File: src/rtl/mnist_bnn_pkg.sv
// Shared definitions for the MNIST binarized-network datapath.
//   IMG_DIM        image side in pixels (rows and row width)
//   BUS_W          pixels carried per input beat
//   IMG_PIXELS     total pixels per image
//   loader_state_t image loader FSM states
package mnist_bnn_pkg;

  localparam int IMG_DIM    = 28;
  localparam int BUS_W      = 8;
  localparam int IMG_PIXELS = IMG_DIM * IMG_DIM;

  typedef enum logic [1:0] {
    IDLE = 2'd0,
    LOAD = 2'd1,
    CHK  = 2'd2,
    DONE = 2'd3
  } loader_state_t;

endpackage

File: src/rtl/mnist_image_loader.sv
// mnist_image_loader
// Receives one binarized 28x28 image as packed beats (BUS_W pixels per beat,
// bit i = pixel beat*BUS_W+i), stores it in a flop buffer and flags load_done.
// Layer 1 reads the buffer one row per cycle through a registered read port.
//
// Ports
//   clk        clock, rising edge
//   rst        synchronous reset, active-high
//   start      begin or restart a load (level)
//   in_valid   in_data holds a beat
//   in_data    packed pixels
//   in_ready   a beat is accepted this cycle when in_valid is also high
//   load_done  whole image stored; held until next start
//   rd_row     row to read, 0..IMG_DIM-1 (out of range reads return 0)
//   rd_data    row pixels, bit c = column c, one cycle after rd_row
//   err        checksum mismatch, sticky until next start (0 without checksum)
//
// Build option: define LOADER_CHECKSUM_EN to append a checksum beat carrying
// the XOR of all data beats; a mismatch drops back to IDLE with err set.
//
// state | meaning
// ------+--------------------------------------------------------------
// IDLE  | waiting for start; no beats accepted
// LOAD  | accepting image beats into the buffer
// CHK   | accepting the checksum beat (LOADER_CHECKSUM_EN builds only)
// DONE  | image complete, load_done high, further beats ignored
module mnist_image_loader
  import mnist_bnn_pkg::*;
#(
  parameter int IMG_DIM    = mnist_bnn_pkg::IMG_DIM,
  parameter int BUS_W      = mnist_bnn_pkg::BUS_W,
  parameter int IMG_PIXELS = mnist_bnn_pkg::IMG_PIXELS
) (
  input  logic               clk,
  input  logic               rst,
  input  logic               start,
  input  logic               in_valid,
  input  logic [BUS_W-1:0]   in_data,
  output logic               in_ready,
  output logic               load_done,
  input  logic [4:0]         rd_row,
  output logic [IMG_DIM-1:0] rd_data,
  output logic               err
);

  localparam int NUM_BEATS = IMG_PIXELS / BUS_W;

  loader_state_t         state;
  logic [6:0]            beat_cnt;
  logic [IMG_PIXELS-1:0] pix_buf;
  logic [IMG_DIM-1:0]    row_sel;
  logic                  accept;

  // A start cycle never accepts data, whatever the state.
  assign in_ready  = ((state == LOAD) || (state == CHK)) && !start;
  assign accept    = in_valid && in_ready;
  assign load_done = (state == DONE);

  // Constant-index row mux keeps every slice in range; rows past the image read 0.
  always_comb begin
    row_sel = '0;
    for (int r = 0; r < IMG_DIM; r++) begin
      if (rd_row == 5'(r)) row_sel = pix_buf[r*IMG_DIM +: IMG_DIM];
    end
  end

`ifdef LOADER_CHECKSUM_EN
  logic [BUS_W-1:0] chk_acc;
  logic             chk_match;

  assign chk_match = (in_data == chk_acc);

  always_ff @(posedge clk) begin
    if (rst) begin
      chk_acc <= '0;
      err     <= 1'b0;
    end else if (start) begin
      chk_acc <= '0;
      err     <= 1'b0;
    end else if (accept && (state == LOAD)) begin
      chk_acc <= chk_acc ^ in_data;
    end else if (accept && (state == CHK) && !chk_match) begin
      err <= 1'b1;
    end
  end
`else
  assign err = 1'b0;
`endif

  always_ff @(posedge clk) begin
    if (rst) begin
      state    <= IDLE;
      beat_cnt <= '0;
      pix_buf  <= '0;
      rd_data  <= '0;
    end else begin
      // Read samples the buffer before this cycle's write lands.
      rd_data <= row_sel;
      if (start) begin
        state    <= LOAD;
        beat_cnt <= '0;
      end else if (accept && (state == LOAD)) begin
        for (int b = 0; b < NUM_BEATS; b++) begin
          if (beat_cnt == 7'(b)) pix_buf[b*BUS_W +: BUS_W] <= in_data;
        end
        beat_cnt <= beat_cnt + 7'd1;
        if (beat_cnt == 7'(NUM_BEATS - 1)) begin
`ifdef LOADER_CHECKSUM_EN
          state <= CHK;
`else
          state <= DONE;
`endif
        end
      end
`ifdef LOADER_CHECKSUM_EN
      else if (accept && (state == CHK)) begin
        state <= chk_match ? DONE : IDLE;
      end
`endif
    end
  end

endmodule
File: config.mk
export PLATFORM = sky130hd
export DESIGN_NAME = mnist_image_loader
export DESIGN_NICKNAME = d
export VERILOG_FILES = /design/src/rtl/mnist_bnn_pkg.sv /design/src/rtl/mnist_image_loader.sv
export SDC_FILE = /design/constraint.sdc
export NUM_CORES = 2
export LEC_CHECK = 0
export ABC_CLOCK_PERIOD_IN_PS = 2200
export BUFFER_PORTS_ARGS = -buffer_cell sky130_fd_sc_hd__buf_2
export CORE_ASPECT_RATIO = 1.25
export CORE_MARGIN = 3
export CORE_UTILIZATION = 55
export DETAILED_ROUTE_END_ITERATION = 7
export PLACE_DENSITY = 0.74
export SYNTH_ARGS = -nofsm -noshare
export SYNTH_HDL_FRONTEND = slang
export SYNTH_SLANG_ARGS = --single-unit
File: constraint.sdc
create_clock -name clk -period 2.2 [get_ports clk]
set_clock_uncertainty 0.2 [all_clocks]
set_input_delay 0.22 -clock clk [delete_from_list [all_inputs] [get_ports clk]]
set_output_delay 0.22 -clock clk [all_outputs]
set_load 0.05 [all_outputs]
==> flow_summary.toml <==
[synth]
synthCells = 4648
syn_avg_cell_area_um2 = 8.05
synth_fp_nets = 4671
ys_seq_area_share_pct = 43.9
syn_area_um2 = 37400
ys.flop_type = "dfxtp_1"
yosysWarnings = 0
yosysUniqueCellTypes = 98
ys_seq_elements = 821
synth_edf_count = 0
async_flop_share_pct = 0

[clock_tree]
htreeDepth = 3
root_buffer = "clkbuf_16"
cts.clk_slew.worst_paths_ps = 60
cts.sinks = 821
cts_buffer_depth = 3
cts_tree = "yes"
clkLatencyLatePin_ps = 670
cts_buffers = 83

[layout]
syn2layout_area_growth_pct = 29.2
drive_above_1_share_pct = 25.4
layout_common_cells = "819 x dfxtp_1, 670 x nand2_1, 645 x a21oi_1"
final_core_util_pct = 72.1
final_common_cell = "dfxtp_1"
fillCellCount = 5117
nets = 5134

[sta]
finalHoldViolCount = 0
fin_crit_sh_pct = 115
slew_headroom_pct = 6.88
setup_viol = 804
timing.fmax_mhz = 394
worst_slack_ps = -338
worst_pin_slew_ps = 1380
slew_violations = 0
fin_crit_ps = 2540
finalSetupTns_ps = -147810
rsz0062_at_grt = "yes"

[pwr]
power_density_nw_per_um2 = 679
vdd_drop_max_v = 0.000732
power.total_mw = 32.8
leakage_nw = 18.1

[detailed_routing]
ant_nets = 0
drt_iter0_drc = 5936
routed_via_density = 6.72
drt_first_pass_iters = 8
vias = 40661
drc = 0
wl_per_cell_um = 28.8
drt-total-wl_um = 175000

[outcome]
status = "complete, but fails checks"
violations = "negative setup slack"

[global_route]
antenna_found_initial = 12
grt_pass1_vias = 37807
grt_max_degree = 203
track_usage_pct = 46.7
gr-total-overflow = 0
grt_pass1_wl_um = 249000

[setup_path]
critPathKind = "flip-flop to flip-flop"
cp.required_ps = 2460
start_kind = "flip-flop"
crit_arrival_ps = 2800
critPathCaptureType = "flip-flop"
crit_fanout = 2

[place]
hpwlAfterDp_um = 117000
gp_congestion = 1.05
io_buffers = 46

[floorplan]
coreArea_um2 = 67100
pin_count = 48
fp.dieW_um = 239
rows = 106
dieArea_um2 = 71300
fp.dieH_um = 298
start_util_pct = 55.8

[hold_path]
hold_class = "primary input to flip-flop"

[job]
cap_violations = 0
## metrics by stage
step	hold WS [ps]	instance area [µm²]	std cells	worst slack [ps]
after floorplan	144	37800	4648	-300
after global placement	238	43500	5815	-858
after detailed placement	243	43500	5815	-880
after CTS	52.5	47500	6026	-234
after global routing	105	48300	6045	-391
final	72.0	48400	6052	-338
## cell type report
type                       instances  area [µm²]  area share, %
inverter                          17        63.8          0.132
timing repair buffer             825        7820           16.2
multi-input combinational       3363       20100           41.5
antenna                           10        25.0         0.0517
clock buffer                     119        2440           5.05
tap                              864        1080           2.24
clock inverter                    33         409          0.846
sequential                       821       16400           34.0
## synth_stat cells, types with 12 or more instances
cell type    n  area share (%)
nand3_1    187             2.5
inv_1       15            0.15
clkbuf_1   310             3.1
o21ai_0    543             7.3
a211oi_1    23            0.46
buf_1       14            0.14
a22oi_1     42            0.84
o22ai_1     63             1.1
nor2b_1     12            0.20
nand2_1    701             7.0
buf_4       31            0.62
buf_2       84             1.1
a22o_1      12            0.28
dfxtp_1    821              44
nor2_1     342             3.4
nor2_4      18            0.54
nand2b_1    14            0.23
nor3_1      35            0.47
a21oi_1    721             9.6
o221ai_1    14            0.33
mux4_2      24             1.4
a32oi_1     14            0.33
a31oi_1     17            0.28
nor2_2      14            0.23
mux2i_1    231             6.2
mux2_2      34             1.0
o211ai_1    23            0.46
a221oi_1    19            0.44
nor4_1      13            0.22
## per-layer routing
metal	routed length, µm	vias to the layer above	track usage (%)
li1	-	17414	-
met2	73500	3072	69.1
met1	61800	19278	57.8
met4	16900	4	35.3
met5	26	-	0
met3	22200	893	12.8
## cell families (layout without fill, tap and decap cells)
family                     Yosys count  in the layout  synth area share, %
muxes                              289            289                 8.64
and+or+nand+nor                   1447           1450                 17.5
DFF                                821            821                 43.9
other                                1             11               0.0100
buffers and inverters              467            994                 5.49
adders and majority gates            6              6                0.201
xor gates and xnor gates             5              5                0.117
AOI/OAI and AO/OA                 1612           1612                 24.1
## final timing paths
check | depth (start not counted) | slack, ps | start | endpoint
worst max-delay path | 6 | -340 | pix_buf[81] | rd_data[25]
worst min-delay path | 6 | 70 | in_valid | beat_cnt[2]
worst min register to register | 2 | 250 | pix_buf[21] | pix_buf[21]
worst max register to register | 6 | -340 | pix_buf[81] | rd_data[25]
## power breakdown
part           switching (mW)  internal (mW)  total (mW)
Combinational            1.98          0.921        2.91
Clock                    6.39           8.60        15.0
Sequential             0.0541           14.9        15.0
## flip-flops by register name, indices dropped and copies added (netlist names)
| register | cells |
|---|---|
| beat_cnt | 7 |
| state | 2 |
| pix_buf | 784 |
| rd_data | 28 |
## worst max-delay path: stages, from the launching register on
cell	delay (ps)
dfxtp_1	310
mux2i_1	160
o32ai_1	110
a31oi_1	200
a21oi_1	110
o21ai_0	1080
a21oi_1	180
## what timing repair did
action | CTS | global route
endpoints found under the hold margin | 517 | 0
setup endpoints to repair | 784 | 807
pin swaps | 37 | 62
buffers inserted | 36 | 14
hold buffers | 10 | 0
cloned | 14 | 2
gates resized for setup | 156 | 219
No activity file was read; power rests on OpenSTA's default activity.
